$ cat src/rtl/mips_fetch_unit.sv
// Instruction fetch unit: owns the PC, fetches over a req/valid handshake and
// holds each word for decode; branch/jump redirects flush in-flight fetches.
module mips_fetch_unit #(
    parameter int unsigned           ADDR_WIDTH   = 32,
    parameter int unsigned           DATA_WIDTH   = 32,
    parameter logic [ADDR_WIDTH-1:0] RESET_VECTOR = '0,
    parameter int unsigned           COUNT_WIDTH  = 16
) (
    input  logic                   clk,
    input  logic                   reset,
    output logic                   imem_req,
    output logic [ADDR_WIDTH-1:0]  imem_addr,
    input  logic                   imem_valid,
    input  logic [DATA_WIDTH-1:0]  imem_rdata,
    output logic                   instr_valid,
    output logic [DATA_WIDTH-1:0]  instr,
    output logic [ADDR_WIDTH-1:0]  instr_pc,
    input  logic                   instr_ready,
    input  logic                   br_taken,
    input  logic                   jump,
    input  logic [ADDR_WIDTH-1:0]  redir_pc,
    input  logic [15:0]            br_offset,
    input  logic [25:0]            jmp_index,
    output logic [COUNT_WIDTH-1:0] fetch_count
);

    typedef enum logic [1:0] {S_FETCH, S_WAIT, S_OUT, S_DROP} state_t;

    state_t                state, state_next;
    logic [ADDR_WIDTH-1:0] pc, pc_next;
    logic [ADDR_WIDTH-1:0] seq_pc, br_disp, br_target, jmp_target, target;
    logic                  redirect, load, deliver;

    // Redirect target; branch wins when both redirect sources are high
    assign seq_pc    = redir_pc + ADDR_WIDTH'(4);
    assign br_disp   = {{(ADDR_WIDTH-18){br_offset[15]}}, br_offset, 2'b00};
    assign br_target = seq_pc + br_disp;

    generate
        if (ADDR_WIDTH > 28) begin : g_jmp_hi
            assign jmp_target = {seq_pc[ADDR_WIDTH-1:28], jmp_index, 2'b00};
        end else begin : g_jmp_lo
            assign jmp_target = {jmp_index, 2'b00};
        end
    endgenerate

    assign redirect = br_taken | jump;
    assign target   = br_taken ? br_target : jmp_target;

    assign imem_req    = (state == S_FETCH) && !reset;
    assign imem_addr   = pc;
    assign instr_valid = (state == S_OUT);
    assign deliver     = instr_valid && instr_ready;

    always_ff @(posedge clk or posedge reset) begin
        if (reset) begin
            state <= S_FETCH;
            pc    <= RESET_VECTOR;
        end else begin
            state <= state_next;
            pc    <= pc_next;
        end
    end

    always_comb begin
        state_next = state;
        pc_next    = pc;
        load       = 1'b0;
        unique case (state)
            S_FETCH: begin
                if (redirect) begin
                    pc_next    = target;
                    state_next = S_DROP;
                end else begin
                    state_next = S_WAIT;
                end
            end
            S_WAIT: begin
                if (redirect) begin
                    pc_next    = target;
                    state_next = imem_valid ? S_FETCH : S_DROP;
                end else if (imem_valid) begin
                    load       = 1'b1;
                    pc_next    = pc + ADDR_WIDTH'(4);
                    state_next = S_OUT;
                end
            end
            S_OUT: begin
                if (redirect) begin
                    pc_next    = target;
                    state_next = S_FETCH;
                end else if (instr_ready) begin
                    state_next = S_FETCH;
                end
            end
            S_DROP: begin
                if (redirect) pc_next = target;
                if (imem_valid) state_next = S_FETCH;
            end
            default: state_next = S_FETCH;
        endcase
    end

    // Held instruction and saturating delivery counter
    always_ff @(posedge clk or posedge reset) begin
        if (reset) begin
            instr       <= '0;
            instr_pc    <= '0;
            fetch_count <= '0;
        end else begin
            if (load) begin
                instr    <= imem_rdata;
                instr_pc <= pc;
            end
            if (deliver && (fetch_count != {COUNT_WIDTH{1'b1}}))
                fetch_count <= fetch_count + COUNT_WIDTH'(1);
        end
    end

endmodule

$ cat config.mk
export PLATFORM = sky130hd
export DESIGN_NAME = mips_fetch_unit
export DESIGN_NICKNAME = d
export VERILOG_FILES = /design/src/rtl/mips_fetch_unit.sv
export SDC_FILE = /design/constraint.sdc
export NUM_CORES = 1
export LEC_CHECK = 0
export ABC_AREA = 1
export CORE_UTILIZATION = 55
export DETAILED_ROUTE_END_ITERATION = 10
export PLACE_DENSITY = 0.92
export RECOVER_POWER = 50
export SLEW_MARGIN = 0
export SYNTH_ARGS = -nofsm -noshare
export SYNTH_HDL_FRONTEND = slang
export SYNTH_SLANG_ARGS = --single-unit
$ cat constraint.sdc
create_clock -name clk -period 6.3 [get_ports clk]
set_input_delay 1.89 -clock clk [delete_from_list [all_inputs] [get_ports clk]]
set_output_delay 1.89 -clock clk [all_outputs]
set_load 0.03 [all_outputs]
==> impl_metrics.tcl, run 1 <==
set metrics [dict create \
    run_status "finished with violations" \
    violations "capacitance limit, slew limit" \
    gr-total-overflow 0 \
    syn_avg_cell_area_sq_um 6.55 \
    area_growth_pct 33.1 \
    worst_slack_ns 0.805 \
    multi_input_comb_area_sq_um 5180 \
    crit_path_end_kind "flop" \
    flop2flop_setup_slack_ns 3.62 \
    synth_area_leaders "dfrtp_1 (32%), nand2_1 (22%), inv_1 (7.0%)" \
    coreArea_sq_um 15800 \
    clock_buffers_created_by_tritoncts 17 \
    cts_buffer_depth 2 \
    grt_first_pass_wirelength_um 48500 \
    final_cell_mix "nand2_1 (519), inv_1 (169), clkdlybuf4s50_1 (162)" \
    cts_setup_buffers 0 \
    nets 1726 \
    worst-slew-pin-transition_ns 3.12 \
    route.final.wire_length_um 30500 \
    post-route-util 0.749 \
    start_util 0.563 \
    timing.final.setup_violations 0 \
    die-area_sq_um 16700 \
    synth.ff_latch_count 114 \
    highest_ir_drop_seen_on_vdd_v 0.000225 \
    start_of_the_worst_register_to_register_path "state[0]$_DFFE_PP0P_" \
    grt.total_usage 0.374 \
    die_h_um 129 \
    synthDominantCellAreaShare 0.320 \
    critical_path_peak_fanout 58 \
    timing.slew.headroom -1.08 \
    drc 0 \
    setup.worst_path.class "in -> reg" \
    detail-route-antenna-nets 0 \
    hold_viol 0 \
    clock_sink_count 114 \
    yosys_warnings 0 \
    synth.yosys.seq_area_share 0.320 \
    post_cts.resized_instances 0 \
    n_fill_cell 1160 \
    holdWs_ns 0.472 \
    cp_data_required_time_ns 6.66 \
    rr_endpoint "instr_pc[5]$_DFFE_PP0P_" \
    static-leakage-power_nw 5.96 \
    placement.io_buffers 225 \
    synthDistinctLibCells 45 \
    worst_clock_skew_ns 0.0131 \
    layout.cells.most_common "nand2_1" \
    cellPowerDensity_nw_per_um2 362 \
    timing_max_transition_violations_final 114 \
    setup.worst_path.end "instr[3]$_DFFE_PP0P_" \
    grt_antenna_before_repair 0 \
    routabilityCongestion 0.951 \
    tritoncts_clock_tree "built" \
    detailedPlace.worstSlack_ns 1.06 \
    worstRegToRegCells 10 \
    synth_edf_count 0 \
    ys.flop_type "dfrtp_1" \
    synth_async_sr_flop_share 1.00 \
    drtIter0Drc 903 \
    vias 10000 \
    seq_area_sq_um 2850 \
    rsz0062_at_grt "no" \
    number_of_standard_cells_after_synthesis 1359 \
    design_area_sq_um 11900 \
    placed_cell_area_sq_um 11300 \
    drv_cap 2 \
    startpoint_type "primary input" \
    synth.cell_area_sq_um 8900 \
    num_rows 46 \
    crit_path_start "br_taken" \
    cts.clk_slew.worst_paths_ns 0.06 \
    clockRootBuffer "clkbuf_16" \
    worst_skew_pair_later_pin_latency_ns 0.42 \
    antenna_cells 0 \
    h_tree_depth 4 \
    chipWidth_um 129 \
    final_period_minus_worst_setup_slack_ns 5.49 \
    maximum_number_of_pins_on_one_net_before_global_route_repair 81 \
    holdPathStages 2 \
    fmax_mhz 182 \
    boundaryPins 226 \
    grt_pass1_vias 9580 \
    drive_gt1_frac 0.0592 \
    post_cts_hold_buffer_count 0 \
    fin_crit_sh 0.872 \
    drt-wirelength-per-cell_um 16.9 \
    setup_total_negative_slack_ns 0 \
    synth.net_count 1509 \
    hpwl_um 22500 \
    detail_route.vias_per_cell 5.55 \
    holdCritPathClass "reg -> reg" \
    cell_type_contributing_the_most_total_cell_area_after_synthesis "dfrtp_1" \
    timing.critical_path.arrival_ns 5.85 \
    drt_first_pass_iters 7 \
]
registers in the layout, indices dropped and copies added, names as in the netlist:
name and count:
fetch_count 16, imem_addr 32, instr 32, instr_pc 32, state 2
per-layer routing:
layer | part of all wire | track usage | vias up
met2 | 0.47 | 0.623 | 568
li1 | - | - | 4750
met3 | 0.087 | 0.0855 | 141
met5 | 0 | 0 | -
met4 | 0.056 | 0.230 | 0
met1 | 0.39 | 0.439 | 4563
kinds of logic after synthesis:
logic type	Yosys count	share of synthesized area
buffers and inverters	208	0.0975
and+or+nand+nor	800	0.383
adders and majority gates	38	0.0542
DFF	114	0.320
xor gates and xnor gates	47	0.0462
muxes	1	0.00112
AOI/OAI and AO/OA	151	0.0975
power breakdown:
part	switching, mW	internal [mW]
sequential	0.237	0.997
combinational	1.32	0.722
clock	0.376	0.637
stage by stage:
step,power [mW],instances
final,4.29,1805
after CTS,4.34,1805
after global routing,4.49,1805
after floorplan,2.41,1359
after detailed placement,3.29,1773
after global placement,3.21,1773
layout make-up:
type,instances,area share
Inverter,178,0.0564
Clock inverter,14,0.0151
Sequential cell,114,0.241
Clock buffer,18,0.0370
Multi-Input combinational cell,1037,0.437
Tap cell,216,0.0228
Timing Repair Buffer,228,0.192
critical path, cell delays in order:
cell	delay, ns
clkdlybuf4s50_1	0.45
clkbuf_1	1.19
nor2_4	0.11
inv_1	0.38
nor2_8	0.19
inv_2	0.83
buf_4	0.51
nand2_1	0.15
nand2_1	0.10
how the worst min path moves through the flow:
stage,to,start
2_1_floorplan,state[0]$_DFFE_PP0P_,state[1]$_DFFE_PP0P_
3_3_place_gp,instr[21]$_DFFE_PP0P_,instr[21]$_DFFE_PP0P_
3_5_place_dp,instr[19]$_DFFE_PP0P_,instr[19]$_DFFE_PP0P_
4_1_cts,instr[19]$_DFFE_PP0P_,instr[19]$_DFFE_PP0P_
5_1_grt,instr[21]$_DFFE_PP0P_,instr[21]$_DFFE_PP0P_
6_report,instr[19]$_DFFE_PP0P_,instr[19]$_DFFE_PP0P_
cell usage after synthesis (2+ instances only):
master,n
buf_6,9
nor2_4,3
or2_2,8
o21ai_0,42
nor2_8,2
nor2_2,4
nor4_1,2
nand3_2,3
nor3_2,7
nor3_1,27
nand3b_1,2
buf_2,13
o21ai_1,13
o21bai_1,7
nor3b_1,2
dfrtp_1,114
clkbuf_1,7
and2_1,2
nand4_1,20
nand2_1,519
ha_1,37
o21ai_2,18
nand3_1,89
o211ai_1,3
xor2_1,27
inv_1,167
nand2_2,6
nor2_1,99
o22ai_1,5
a21oi_1,58
xnor2_1,20
inv_2,11
Note: power is estimated with default switching activity, not from simulation.
==> run 2, diff against run 1 <==
--- a/config.mk
+++ b/config.mk
@@ -7,6 +7,7 @@
 export LEC_CHECK = 0
 export ABC_AREA = 1
 export CORE_UTILIZATION = 55
+export CTS_BUF_LIST = sky130_fd_sc_hd__clkbuf_16
 export DETAILED_ROUTE_END_ITERATION = 10
 export PLACE_DENSITY = 0.92
 export RECOVER_POWER = 50
==> impl_metrics.tcl, run 2 (synthesis gave the netlist of run 1 again) <==
set metrics [dict create \
    start_util 0.563 \
    p_sw_frac 0.453 \
    power.sequential.fraction 0.290 \
    vias 10000 \
    holdPathStages 2 \
    die_h_um 129 \
    antenna_cells 0 \
    hpwl_um 22500 \
    highest_ir_drop_seen_on_vdd_v 0.000232 \
    clock_sink_count 114 \
    num_rows 46 \
    post_cts.resized_instances 0 \
    drc 0 \
    grt.total_usage 0.374 \
    static-leakage-power_nw 5.97 \
    multi_input_comb_area_sq_um 5180 \
    setup.worst_path.class "in -> reg" \
    placed_cell_area_sq_um 11300 \
    clock_buffers_created_by_tritoncts 17 \
    worst_skew_pair_later_pin_latency_ns 0.42 \
    cp_data_required_time_ns 6.65 \
    worst_slack_ns 0.910 \
    drive_gt1_frac 0.0592 \
    grt_antenna_before_repair 0 \
    cts_setup_buffers 0 \
    flop2flop_setup_slack_ns 3.61 \
    violations "capacitance limit, slew limit" \
    holdWs_ns 0.470 \
    drv_cap 2 \
    hold_viol 0 \
    detail_route.vias_per_cell 5.55 \
    design_area_sq_um 11800 \
    n_fill_cell 1164 \
    critical_path_peak_fanout 58 \
    rr_endpoint "instr_pc[5]$_DFFE_PP0P_" \
    setup_total_negative_slack_ns 0 \
    cellPowerDensity_nw_per_um2 361 \
    p_switching_mw 1.93 \
    timing.hold.worst.start "instr[29]$_DFFE_PP0P_" \
    clockRootBuffer "clkbuf_16" \
    nets 1726 \
    startpoint_type "primary input" \
    chipWidth_um 129 \
    layout.cells.most_common "nand2_1" \
    grt_pass1_vias 9603 \
    run_status "finished with violations" \
    timing_max_transition_violations_final 114 \
    route.final.wire_length_um 30500 \
    timing.critical_path.arrival_ns 5.74 \
    maximum_number_of_pins_on_one_net_before_global_route_repair 81 \
    routabilityCongestion 0.951 \
    gr-total-overflow 0 \
    coreArea_sq_um 15800 \
    post-route-util 0.748 \
    share_clk_of_total_power 0.234 \
    boundaryPins 226 \
    holdCritPathClass "reg -> reg" \
    drtIter0Drc 787 \
    power.internal_mw 2.34 \
    worst_clock_skew_ns 0.0160 \
    rsz0062_at_grt "no" \
    start_of_the_worst_register_to_register_path "state[0]$_DFFE_PP0P_" \
    worstRegToRegCells 10 \
    final_cell_mix "nand2_1 (519), inv_1 (168), clkdlybuf4s50_1 (156)" \
    placement.io_buffers 225 \
    timing.final.setup_violations 0 \
    cts_buffer_depth 2 \
    cts.clk_slew.worst_paths_ns 0.06 \
    h_tree_depth 4 \
    fin_crit_sh 0.856 \
    worstHoldEndpoint "instr[29]$_DFFE_PP0P_" \
    area_growth_pct 33.0 \
    drt-wirelength-per-cell_um 16.9 \
    die-area_sq_um 16700 \
    drt_first_pass_iters 7 \
    timing.slew.headroom -1.11 \
    fmax_mhz 186 \
    share_comb_of_total_power 0.477 \
    seq_area_sq_um 2850 \
    crit_path_end_kind "flop" \
    worst-slew-pin-transition_ns 3.17 \
    detailedPlace.worstSlack_ns 1.06 \
    detail-route-antenna-nets 0 \
    final_period_minus_worst_setup_slack_ns 5.39 \
    post_cts_hold_buffer_count 0 \
    tritoncts_clock_tree "built" \
    grt_first_pass_wirelength_um 48500 \
]
==> run 2: metrics by stage <==
step,std cells,power (mW)
global route,1805,4.48
CTS,1805,4.33
finish,1805,4.28
global placement,1773,3.21
floorplan,1359,2.41
detailed placement,1773,3.29
==> run 2: worst max path at each step <==
stage | startpoint | endpoint | depth (start not counted)
4_1_cts | reset | imem_req | 3
2_1_floorplan | reset | fetch_count[0]$_DFFE_PP0P_ | 1
3_5_place_dp | redir_pc[2] | imem_addr[25]$_DFFE_PP0P_ | 20
5_1_grt | br_taken | instr[31]$_DFFE_PP0P_ | 9
3_3_place_gp | redir_pc[2] | imem_addr[25]$_DFFE_PP0P_ | 20
6_report | br_taken | instr[31]$_DFFE_PP0P_ | 9
==> run 2: power by group through the flow <==
stage	Combinational, mW	Clock (mW)	Sequential (mW)
detailed placement	2.06	0	1.23
CTS	2.09	0.998	1.23
global placement	2.00	0	1.21
floorplan	0.706	0	1.70
global route	2.19	1.03	1.26
finish	2.04	0.999	1.24
==> run 2: critical path, cell delays in order <==
cell	delay, ns
clkdlybuf4s50_1	0.45
clkbuf_1	1.22
nor2_4	0.12
inv_2	0.27
nor2_8	0.16
inv_2	0.82
buf_4	0.50
nand2_1	0.16
nand2_1	0.09
==> run 2: layout make-up <==
type / instances / area share
sequential: 114 / 0.241
timing repair buffer: 228 / 0.192
tap: 216 / 0.0228
clock buffer: 17 / 0.0359
multi-input combinational: 1037 / 0.437
clock inverter: 15 / 0.0154
inverter: 178 / 0.0564
==> run 2: layer usage <==
metal / track usage / part of all wire / vias to the layer above
met1: 0.442 / 0.38 / 4551
met4: 0.228 / 0.056 / 0
li1: - / - / 4737
met3: 0.0764 / 0.092 / 135
met2: 0.627 / 0.48 / 598
met5: 0 / 0 / -
==> run 3, diff against run 2 <==
--- a/config.mk
+++ b/config.mk
@@ -5,12 +5,13 @@
 export SDC_FILE = /design/constraint.sdc
 export NUM_CORES = 1
 export LEC_CHECK = 0
-export ABC_AREA = 1
-export CORE_UTILIZATION = 55
+export ABC_AREA = 0
+export CORE_UTILIZATION = 52
 export CTS_BUF_LIST = sky130_fd_sc_hd__clkbuf_16
 export DETAILED_ROUTE_END_ITERATION = 10
 export PLACE_DENSITY = 0.92
 export RECOVER_POWER = 50
+export REMOVE_ABC_BUFFERS = 1
 export SLEW_MARGIN = 0
 export SYNTH_ARGS = -nofsm -noshare
 export SYNTH_HDL_FRONTEND = slang
==> impl_metrics.tcl, run 3 <==
set metrics [dict create \
    worst_skew_pair_later_pin_latency_ns 0.40 \
    drt_first_pass_iters 6 \
    cp_data_required_time_ns 6.62 \
    power.total_mw 3.95 \
    rsz0062_at_grt "no" \
    cts.clk_slew.worst_paths_ns 0.06 \
    syn_avg_cell_area_sq_um 8.25 \
    final_cell_mix "nand2_1 (237), clkdlybuf4s50_1 (183), dfrtp_1 (114)" \
    tritoncts_clock_tree "built" \
    clockRootBuffer "clkbuf_16" \
    gr-total-overflow 0 \
    timing.slew.headroom -0.410 \
    critical_path_peak_fanout 6 \
    cell_type_contributing_the_most_total_cell_area_after_synthesis "dfrtp_1" \
    timing_max_transition_violations_final 109 \
    drv_cap 2 \
    ys.flop_type "dfrtp_1" \
    worstPathBufferInverterCount 1 \
    boundaryPins 226 \
    fmax_mhz 189 \
    holdPathStages 2 \
    timing.final.setup_violations 0 \
    worst-slew-pin-transition_ns 2.11 \
    power.internal_mw 2.32 \
    holdCritPathClass "reg -> reg" \
    clock_buffers_created_by_tritoncts 17 \
    worstHoldEndpoint "instr[16]$_DFFE_PP0P_" \
    p_sw_frac 0.414 \
    yosys_warnings 0 \
    synth.yosys.seq_area_share 0.389 \
    post_cts_hold_buffer_count 0 \
    synth_async_sr_flop_share 1.00 \
    grt.total_usage 0.302 \
    post_cts.resized_instances 0 \
    share_clk_of_total_power 0.243 \
    die-area_sq_um 14600 \
    synth.cell_area_sq_um 7340 \
    violations "capacitance limit, slew limit" \
    timing.critical_path.arrival_ns 5.61 \
    grt_antenna_before_repair 1 \
    detail_route.vias_per_cell 5.82 \
    power.sequential.fraction 0.308 \
    rr_endpoint "imem_addr[29]$_DFFE_PP0P_" \
    p_switching_mw 1.64 \
    drt-wirelength-per-cell_um 16.8 \
    post-route-util 0.750 \
    crit_top_cell "a21o_1" \
    die_h_um 121 \
    synth.ff_latch_count 114 \
    timing.hold.worst.start "instr[16]$_DFFE_PP0P_" \
    grt_first_pass_wirelength_um 34800 \
    area_growth_pct 41.2 \
    static-leakage-power_nw 4.60 \
    placement.io_buffers 225 \
    nets 1259 \
    number_of_standard_cells_after_synthesis 890 \
    critical_path_cell_count 17 \
    start_util 0.531 \
    drc 0 \
    max_stage_delay_ns 0.56 \
    yosysMostFrequentCell "nand2_1" \
    grt_pass1_vias 7185 \
    synthDominantCellAreaShare 0.389 \
    drive_gt1_frac 0.0508 \
    maximum_number_of_pins_on_one_net_before_global_route_repair 67 \
    drtIter0Drc 843 \
    synth_top_cells_by_count "nand2_1 (238), dfrtp_1 (114), a21oi_1 (69)" \
    clock_sink_count 114 \
    final_period_minus_worst_setup_slack_ns 5.29 \
    highest_ir_drop_seen_on_vdd_v 0.000223 \
    h_tree_depth 4 \
    synthDistinctLibCells 66 \
    synth_edf_count 0 \
    hpwl_um 16100 \
    routabilityCongestion 0.938 \
    fin_crit_sh 0.839 \
    cpLargestDelayFamily "simple AND/OR/NAND/NOR gates" \
    cellPowerDensity_nw_per_um2 382 \
    critical-path-slowest-cell "clkdlybuf4s50_1" \
    crit_path_cell_chain "clkdlybuf4s50_1 > and4_1 > and3_1 > and2b_1 > and2_1 > nand3_1 > xnor2_1 > ha_1 > a21o_1 > a21o_1 > a21o_1 > a21o_1 > a211oi_1 > nor2_1 > nor4_4 > xnor2_1 > a211oi_2" \
    vias 7579 \
    worstRegToRegCells 9 \
    share_comb_of_total_power 0.448 \
    coreArea_sq_um 13800 \
    flop2flop_setup_slack_ns 3.39 \
    num_rows 43 \
    setup_total_negative_slack_ns 0 \
    start_of_the_worst_register_to_register_path "imem_addr[17]$_DFFE_PP0P_" \
    synth_area_leaders "dfrtp_1 (39%), nand2_1 (12%), ha_1 (6.3%)" \
    detail-route-antenna-nets 0 \
    chipWidth_um 121 \
    route.final.wire_length_um 21800 \
    setup.worst_path.class "in -> reg" \
    cts_setup_buffers 0 \
    startpoint_type "primary input" \
    worst_clock_skew_ns 0.00793 \
    crit_path_end_kind "flop" \
    hold_viol 0 \
    cts_buffer_depth 2 \
    run_status "finished with violations" \
    layout.cells.most_common "nand2_1" \
]
[run 3: changes by cell type after synthesis, moves of 17 or more]
cell,delta
nor2_1,-43
inv_1,-157
nand2_1,-281
xnor2_1,+31
o21ai_2,-18
a21o_1,+17
clkbuf_1,+20
nand3_1,-43
[run 3: cells by family after synthesis]
family | Yosys count | synth area share
AND/OR/NAND/NOR | 427 | 0.260
buffers and inverters | 45 | 0.0233
XOR/XNOR | 71 | 0.0847
AO/OA/AOI/OAI | 182 | 0.160
flip-flops | 114 | 0.389
multiplexers | 13 | 0.0184
adder cells (fa/ha/maj) | 38 | 0.0658
[run 3: how the worst max path moves through the flow]
stage / startpoint / to / slack [ns]
2_1_floorplan: jump / imem_addr[31]$_DFFE_PP0P_ / 1.08
3_3_place_gp: redir_pc[4] / imem_addr[31]$_DFFE_PP0P_ / 0.77
3_5_place_dp: redir_pc[4] / imem_addr[31]$_DFFE_PP0P_ / 0.65
4_1_cts: redir_pc[4] / imem_addr[31]$_DFFE_PP0P_ / 1.06
5_1_grt: redir_pc[4] / imem_addr[31]$_DFFE_PP0P_ / 0.79
6_report: redir_pc[4] / imem_addr[31]$_DFFE_PP0P_ / 1.01
[run 3: final cells by class]
type | instances | area [sq um]
fill | 1020 | 3460
clock inverter | 15 | 165
clock buffer | 17 | 425
multi-input combinational | 731 | 4330
sequential | 114 | 2850
timing repair buffer | 235 | 2320
antenna | 1 | 2.50
tap | 180 | 225
inverter | 10 | 38.8
[run 3: routing by layer]
| layer | track usage | wire length [um] | up-vias |
|---|---|---|---|
| li1 | - | - | 3578 |
| met1 | 0.368 | 8950 | 3535 |
| met2 | 0.513 | 10600 | 400 |
| met3 | 0.0566 | 1410 | 66 |
| met4 | 0.144 | 924 | 0 |
| met5 | 0 | 0 | - |
[run 3: power groups by stage]
| stage | registers, mW | logic, mW | clock network [mW] |
|---|---|---|---|
| 5_1_grt | 1.25 | 1.89 | 1.00 |
| 3_5_place_dp | 1.23 | 1.80 | 0 |
| 4_1_cts | 1.22 | 1.81 | 0.968 |
| 6_report | 1.22 | 1.77 | 0.962 |
| 3_3_place_gp | 1.21 | 1.76 | 0 |
| 2_1_floorplan | 1.70 | 0.520 | 0 |
[run 3: worst register-to-register path: stages (launching register included)]
cell and delay, ns:
dfrtp_1 0.51, nand3_1 0.16, nor4_1 0.60, nand4_1 0.41, nor2_1 0.34, nand3_1 0.16, xnor2_1 0.17, mux2i_1 0.13
o22ai_1 0.09, or2_1 0.22
[run 3: through the flow]
stage,cell area [sq um],worst slack [ns],hold WS (ns),instances
2_1_floorplan,7210,1.08,0.532,855
3_3_place_gp,9780,0.773,0.456,1270
3_5_place_dp,9780,0.649,0.461,1270
4_1_cts,10400,1.06,0.475,1302
5_1_grt,10400,0.785,0.478,1303
6_report,10400,1.01,0.466,1303
